--- src/rtl/xor_bus_responder.sv ---
// Memory-mapped XOR decryptor: ciphertext written to DATA is XORed with the key and queued for readback.
// Optional macro XOR_LFSR_KEY_EN turns the key into an 8-bit Fibonacci LFSR keystream.
module xor_bus_responder #(
  parameter int                WORD_W    = 8,
  parameter int                ADDR_W    = 8,
  parameter logic [ADDR_W-1:0] BASE_ADDR = 8'hF0,
  parameter int                DEPTH     = 4
) (
  input  logic              clock,
  input  logic              reset,
  input  logic [ADDR_W-1:0] addr,
  input  logic [WORD_W-1:0] bus_in,
  input  logic              wr_en,
  input  logic              rd_en,
  output logic [WORD_W-1:0] bus_out,
  output logic              bus_drive
);

  localparam int PTR_W = (DEPTH > 1) ? $clog2(DEPTH) : 1;
  localparam int CNT_W = PTR_W + 1;
  localparam logic [PTR_W-1:0] PTR_ONE = PTR_W'(1);
  localparam logic [CNT_W-1:0] CNT_ONE = CNT_W'(1);
  localparam logic [CNT_W-1:0] CNT_FULL = CNT_W'(DEPTH);

  logic [WORD_W-1:0] mem [DEPTH];

  logic [PTR_W-1:0]  rd_ptr_reg, rd_ptr_next;
  logic [PTR_W-1:0]  wr_ptr_reg, wr_ptr_next;
  logic [CNT_W-1:0]  count_reg, count_next;
  logic [WORD_W-1:0] key_reg, key_next;
  logic              ovf_reg, ovf_next;
  logic              unf_reg, unf_next;
  logic              err_reg, err_next;
  logic [WORD_W-1:0] bus_out_reg, bus_out_next;
  logic              bus_drive_reg, bus_drive_next;

  logic              hit;
  logic [1:0]        off;
  logic              full;
  logic              empty;
  logic [WORD_W-1:0] status;
  logic              mem_we;
  logic [WORD_W-1:0] mem_wdata;

  assign hit   = (addr[ADDR_W-1:2] == BASE_ADDR[ADDR_W-1:2]);
  assign off   = addr[1:0];
  assign full  = (count_reg == CNT_FULL);
  assign empty = (count_reg == '0);

  always_comb begin
    status      = '0;
    status[4:0] = {err_reg, unf_reg, ovf_reg, full, empty};
  end

  always_comb begin
    rd_ptr_next    = rd_ptr_reg;
    wr_ptr_next    = wr_ptr_reg;
    count_next     = count_reg;
    key_next       = key_reg;
    ovf_next       = ovf_reg;
    unf_next       = unf_reg;
    err_next       = err_reg;
    bus_out_next   = bus_out_reg;
    bus_drive_next = 1'b0;
    mem_we         = 1'b0;
    mem_wdata      = bus_in ^ key_reg;

    if (hit && wr_en && rd_en) begin
      // Colliding strobes: neither access happens, the bus stays released.
      err_next = 1'b1;
    end else if (hit && wr_en) begin
      case (off)
        2'd0: begin
          if (full) begin
            ovf_next = 1'b1;
          end else begin
            mem_we      = 1'b1;
            wr_ptr_next = wr_ptr_reg + PTR_ONE;
            count_next  = count_reg + CNT_ONE;
`ifdef XOR_LFSR_KEY_EN
            key_next = {key_reg[6:0], key_reg[7] ^ key_reg[5] ^ key_reg[4] ^ key_reg[3]};
`endif
          end
        end
        2'd1: key_next = bus_in;
        2'd3: begin
          if (bus_in[0]) begin
            rd_ptr_next = '0;
            wr_ptr_next = '0;
            count_next  = '0;
          end
          if (bus_in[1]) begin
            ovf_next = 1'b0;
            unf_next = 1'b0;
            err_next = 1'b0;
          end
        end
        default: ;
      endcase
    end else if (hit && rd_en) begin
      bus_drive_next = 1'b1;
      case (off)
        2'd0: begin
          if (empty) begin
            bus_out_next = '0;
            unf_next     = 1'b1;
          end else begin
            bus_out_next = mem[rd_ptr_reg];
            rd_ptr_next  = rd_ptr_reg + PTR_ONE;
            count_next   = count_reg - CNT_ONE;
          end
        end
        2'd1:    bus_out_next = key_reg;
        2'd2:    bus_out_next = status;
        default: bus_out_next = '0;
      endcase
    end
  end

  // Storage carries no reset; validity is tracked entirely by the pointers and count.
  always_ff @(posedge clock) begin
    if (mem_we) begin
      mem[wr_ptr_reg] <= mem_wdata;
    end
  end

  always_ff @(posedge clock or posedge reset) begin
    if (reset) begin
      rd_ptr_reg    <= '0;
      wr_ptr_reg    <= '0;
      count_reg     <= '0;
      key_reg       <= '0;
      ovf_reg       <= 1'b0;
      unf_reg       <= 1'b0;
      err_reg       <= 1'b0;
      bus_out_reg   <= '0;
      bus_drive_reg <= 1'b0;
    end else begin
      rd_ptr_reg    <= rd_ptr_next;
      wr_ptr_reg    <= wr_ptr_next;
      count_reg     <= count_next;
      key_reg       <= key_next;
      ovf_reg       <= ovf_next;
      unf_reg       <= unf_next;
      err_reg       <= err_next;
      bus_out_reg   <= bus_out_next;
      bus_drive_reg <= bus_drive_next;
    end
  end

  assign bus_out   = bus_out_reg;
  assign bus_drive = bus_drive_reg;

endmodule

--- config.mk ---
export PLATFORM = sky130hd
export DESIGN_NAME = xor_bus_responder
export DESIGN_NICKNAME = d
export VERILOG_FILES = /design/src/rtl/xor_bus_responder.sv
export SDC_FILE = /design/constraint.sdc
export NUM_CORES = 1
export LEC_CHECK = 0
export BUFFER_PORTS_ARGS = -buffer_cell sky130_fd_sc_hd__buf_2
export CAP_MARGIN = 0
export CORE_ASPECT_RATIO = 0.8
export CORE_MARGIN = 4
export CORE_UTILIZATION = 60
export CTS_CLUSTER_SIZE = 20
export DETAILED_ROUTE_END_ITERATION = 12
export HOLD_SLACK_MARGIN = 0.06
export PLACE_DENSITY_LB_ADDON = 0.2
export REMOVE_ABC_BUFFERS = 1
export SYNTH_ARGS = -nofsm -noshare
export SYNTH_HDL_FRONTEND = slang
export SYNTH_SLANG_ARGS = --single-unit
export TNS_END_PERCENT = 20
--- constraint.sdc ---
create_clock -name clock -period 2.7 [get_ports clock]
set_input_delay 0.54 -clock clock [delete_from_list [all_inputs] [get_ports clock]]
set_output_delay 0.54 -clock clock [all_outputs]
set_load 0.1 [all_outputs]
==> results.cfg, run 1 <==
[clock_network]
cts_tree = built
cts_inserted_buffers = 9
cts_setup_buffers = 0
ctsResizeCount = 0
hold_buffers = 0
root_buffer = clkbuf_8
clk_latency_ns = 0.32
cts.sinks = 59
cts_buffer_depth = 2
cts_max_level = 3
path_clk_slew_ns = 0.06

[grt]
first_global_vias = 1841
grt_start_max_net_pins = 28
track_usage_pct = 21.99
grt_pass1_wl_um = 9715
antenna_found_initial = 0
gr-total-overflow = 0

[power]
powerDensity_nw_per_um2 = 567.6
peakVddDrop_uv = 378.5
total_power_mw = 1.781
leakagePower_nw = 1.292

[yosys]
ys_warn_count = 0
synthesis.instances = 207
ys_types = 45
syn_area_sq_um = 2838
avgSynthCellArea_sq_um = 13.71
synth_edf_count = 32
async_reset_ff_share_pct = 45.76
yosys_register_bits = 59
ys_seq_area_share_pct = 57.67
synth_ff_type = edfxtp_1

[sta]
setup_tns_ns = 0
fin_worst_skew_ns = 0.006795
slew_headroom_pct = 60.45
worstMarginPinSlew_ns = 0.5932
rsz0062_at_grt = false
max_freq_mhz = 466.6
period_minus_slack_ns = 2.143
drv_slew = 0
setup_viol = 0
hold_viol_final = 0
setup_ws_ns = 0.5566
fin_crit_sh_pct = 79.38

[routing]
dr_total_vias = 1890
firstDrtPassIters = 5
wire_per_inst_um = 19.85
ant_nets = 0
drtIter0Drc = 265
wirelength_um = 6014
drc_errors = 0
vias_per_cell = 6.238

[outcome]
status = finished clean

[cells_and_area]
largest_reg_flops = 32
fin_util_pct = 68.67
final_area_sq_um = 3138
final_nets = 269
area_growth_pct = 10.58
drive_gt1_share_pct = 25.51
n_antenna_cell = 0

[floorplan]
die_h_um = 69.51
ios = 29
rows = 22
die_x_um = 84.89
start_util_pct = 62.10
coreArea_sq_um = 4569
dieArea_sq_um = 5901

[placed_design]
portBuffers = 28
dpl-instance-area_sq_um = 2987
dp_slack_ns = 0.2726
globalplace.congestion = 0.8566
dp_hpwl_um = 4497

[setup_path]
crit_fanout = 8
cp-end-kind = flip-flop
startpoint_type = primary input
crit_type = primary input to flip-flop
crit_required_ns = 2.67
arrival_ns = 2.12

[job]
maxCapViolations = 0

[worst_hold_path]
min_path_type = primary input to asynchronous set/reset pin
[Yosys cell counts (all sizes together), types with 2 or more instances]
cell type | number | area share, %
ha | 11 | 4.9
o211ai | 2 | 0.53
a22oi | 3 | 0.79
nand2 | 14 | 1.9
inv | 13 | 1.7
a21boi | 2 | 0.53
and3 | 2 | 0.44
a31oi | 2 | 0.44
o41ai | 4 | 1.2
edfxtp | 32 | 34
o31ai | 2 | 0.53
xor2 | 8 | 2.5
nand2b | 3 | 0.66
nor3 | 2 | 0.35
dfrtp | 27 | 24
nand4 | 2 | 1.2
nand3 | 5 | 0.88
o21ai | 17 | 3.0
buf | 7 | 2.3
clkbuf | 3 | 0.53
and2 | 6 | 1.3
mux2 | 9 | 3.6
or2 | 2 | 0.44
a222oi | 4 | 1.4
a21oi | 3 | 0.53
mux4 | 8 | 6.3
[report_power, final]
part | leakage, nW | switching (mW) | total (mW) | internal (mW)
Clock | 0.0757 | 0.296 | 0.630 | 0.334
Sequential | 0.657 | 0.0166 | 0.983 | 0.966
Combinational | 0.560 | 0.110 | 0.168 | 0.0586
[per-stage QoR]
step | hold WS, ns | std cells
global route | 0.2859 | 303
detailed placement | 0.4749 | 287
floorplan | 0.4617 | 197
CTS | 0.2740 | 303
global placement | 0.4640 | 287
finish | 0.2803 | 303
[worst paths after layout]
check | startpoint | end | slack [ns] | depth (start not counted)
setup / recovery | addr[0] | mem[0][0]$_DFFE_PP_ | 0.56 | 6
max in group asynchronous | reset | key_reg[4]$_DFFE_PP0P_ | 2.15 | 3
hold reg to reg | bus_out[4]$_DFFE_PP0P_ | bus_out[4]$_DFFE_PP0P_ | 0.48 | 2
hold / removal | reset | ovf_reg$_DFFE_PP0P_ | 0.28 | 3
min in group clock | bus_out[4]$_DFFE_PP0P_ | bus_out[4]$_DFFE_PP0P_ | 0.48 | 2
setup reg to reg | count_reg[0]$_DFFE_PP0P_ | mem[0][0]$_DFFE_PP_ | 0.61 | 5
[cells in the final DEF (no fill, tap or decap), types with 4 or more instances in the layout]
cell / count
inv_1: 13
clkbuf_8: 9
nand3_1: 5
o21ai_1: 9
edfxtp_1: 32
ha_1: 11
buf_2: 28
xor2_1: 8
and2_1: 6
dfrtp_1: 27
o41ai_1: 4
nand2_1: 14
a222oi_1: 4
o21ai_0: 8
mux4_2: 8
clkbuf_1: 6
mux2_2: 9
[cell families after synthesis]
kind of cell / count (synthesis) / share of synthesized area (%)
flip-flops: 59 / 57.67
AND/OR/NAND/NOR: 45 / 9.921
AO/OA/AOI/OAI: 44 / 10.58
buffers and inverters: 23 / 4.586
multiplexers: 17 / 9.921
adder cells (fa/ha/maj): 11 / 4.850
XOR/XNOR: 8 / 2.469
[worst max-delay path: stages]
cell and delay, ns:
buf_2 0.12, inv_1 0.08, ha_1 0.31, a21boi_0 0.35, and4_2 0.33, and2_1 0.39
[metal layers]
metal | GRT usage [%] | wire [um] | vias to the layer above
li1 | - | - | 839
met1 | 31.95 | 2587 | 927
met2 | 32.15 | 2654 | 115
met3 | 7.007 | 706 | 9
met4 | 5.975 | 65 | 0
met5 | 0 | 0 | -
[layout make-up]
| class | instances | area, sq um |
|---|---|---|
| multi-input cells | 125 | 1071 |
| fillers | 346 | 1431 |
| inverters | 13 | 48.80 |
| well taps | 60 | 75.07 |
| clock buffers | 15 | 146.4 |
| repair buffers | 30 | 155.1 |
| clock inverters | 1 | 5.005 |
| flip-flops and latches | 59 | 1637 |
Power figures use the tool's default switching activity.
==> run 2, diff against run 1 <==
- CORE_UTILIZATION: 60 -> 58
- clock period: 2.7 -> 2.14 ns (I/O delays scaled with it)
==> run 2 against run 1 <==
  * Utilization up 0.58 points
  * Worst hold slack worse by 0.14 ns
  * Via count shrank 1.1%
  * Critical endpoint is now mem[1][6]$_DFFE_PP_
  * Clock power rose by 34%
  * Final area increased by 2.7%
  * Routed wire length fell by 4.7%
  * Sequential power grew 26%
  * Final cell count rose by 3.0%
==> results.cfg, run 2 (synthesized netlist as in run 1, its figures left out) <==
[grt]
track_usage_pct = 20.59
gr-total-overflow = 0
grt_start_max_net_pins = 28
first_global_vias = 1676
antenna_found_initial = 0
grt_pass1_wl_um = 9032

[clock_network]
path_clk_slew_ns = 0.06
hold_buffers = 0
root_buffer = clkbuf_8
cts_inserted_buffers = 9
cts_max_level = 3
cts.sinks = 59
cts_tree = built
clk_latency_ns = 0.34
cts_buffer_depth = 2

[setup_path]
arrival_ns = 1.98
crit_type = flip-flop to flip-flop
cp-end-kind = flip-flop
startpoint_type = flip-flop
crit_fanout = 8
crit_required_ns = 2.17

[sta]
rsz0062_at_grt = false
drv_slew = 0
fin_worst_skew_ns = 0.002569
fin_crit_sh_pct = 91.03
slew_headroom_pct = 67.54
setup_ws_ns = 0.1919
max_freq_mhz = 513.3
setup_viol = 0
hold_viol_final = 0
period_minus_slack_ns = 1.948
worstMarginPinSlew_ns = 0.4903
setup_tns_ns = 0

[power]
powerDensity_nw_per_um2 = 715.0
peakVddDrop_uv = 510.4
leakagePower_nw = 1.349

[cells_and_area]
n_fill_cell = 335
layout_commonest_cell = edfxtp_1
area_growth_pct = 13.54
drive_gt1_share_pct = 30.56
n_antenna_cell = 0
final_nets = 278
layout_common_cells = edfxtp_1, buf_2, dfrtp_1
largest_reg_flops = 32
instances_no_fill = 312

[floorplan]
die_h_um = 70.56
rows = 22
ios = 29
dieArea_sq_um = 6083
start_util_pct = 61.00
die_x_um = 86.21
coreArea_sq_um = 4652

[routing]
drc_errors = 0
vias_per_cell = 5.994
drtIter0Drc = 235
wire_per_inst_um = 18.37
wirelength_um = 5730
firstDrtPassIters = 5
dr_total_vias = 1870
ant_nets = 0

[job]
maxCapViolations = 0

[placed_design]
portBuffers = 28
globalplace.congestion = 0.8178
dp_slack_ns = 0.07189
post-place-cells = 296
dp_hpwl_um = 4240

[worst_hold_path]
min_path_type = primary input to asynchronous set/reset pin

[outcome]
status = finished clean
run 2: cell count changes in the layout (fill, tap and decap cells not counted), moves of 2 or more:
cell      change
clkinv_1      +2
and2_1        -4
and2_2        +4
buf_4         +9
clkbuf_1      -4
run 2: power by group:
| part | internal, mW | switching (mW) |
|---|---|---|
| combinational | 0.0811 | 0.136 |
| sequential | 1.22 | 0.0207 |
| clock | 0.440 | 0.407 |
| total | 1.74 | 0.564 |
run 2: path summary, 6_finish.rpt:
| path | from | endpoint | slack (ns) | depth (start not counted) |
|---|---|---|---|---|
| max | count_reg[0]$_DFFE_PP0P_ | mem[1][6]$_DFFE_PP_ | 0.19 | 5 |
| min | reset | bus_drive$_DFF_PP0_ | 0.14 | 3 |
| max reg2reg | count_reg[0]$_DFFE_PP0P_ | mem[1][6]$_DFFE_PP_ | 0.19 | 5 |
| min reg2reg | bus_out[5]$_DFFE_PP0P_ | bus_out[5]$_DFFE_PP0P_ | 0.48 | 2 |
| max in group asynchronous | reset | key_reg[3]$_DFFE_PP0P_ | 1.73 | 3 |
| min in group clock | bus_in[3] | key_reg[3]$_DFFE_PP0P_ | 0.34 | 2 |
run 2: layer usage:
metal	part of all wire, %	track usage (%)
met1	47	33.49
met2	41	23.95
met3	11	9.197
met4	1.1	6.401
met5	0	0
run 2: critical path, cell delays in order, from the launching register on:
cell and delay, ns:
dfrtp_1 0.39, inv_1 0.08, ha_1 0.27, a21boi_0 0.28, and4_2 0.32, and2_2 0.29
run 2: final cells by class:
class	count	area, sq um	area share (%)
clock buffers	12	145.1	4.505
clock inverters	4	17.52	0.5437
inverters	13	48.80	1.515
multi-input cells	125	1076	33.40
flip-flops and latches	59	1637	50.80
well taps	60	75.07	2.330
repair buffers	39	222.7	6.913
run 2: stage by stage:
| step | cell area, sq um | total power [mW] | hold slack (ns) | utilization (%) |
|---|---|---|---|---|
| CTS | 3217 | 2.326 | 0.1436 | 69.15 |
| global route | 3222 | 2.403 | 0.1466 | 69.26 |
| global placement | 3054 | 1.472 | 0.4647 | 65.65 |
| floorplan | 2756 | 1.393 | 0.4617 | - |
| finish | 3222 | 2.304 | 0.1378 | 69.26 |
| detailed placement | 3054 | 1.477 | 0.4730 | 65.65 |
run 2: repair_timing:
action / in CTS / in global routing
setup buffers: 0 / 0
gates resized for setup: 0 / 4
endpoints found under the setup margin: 0 / 32
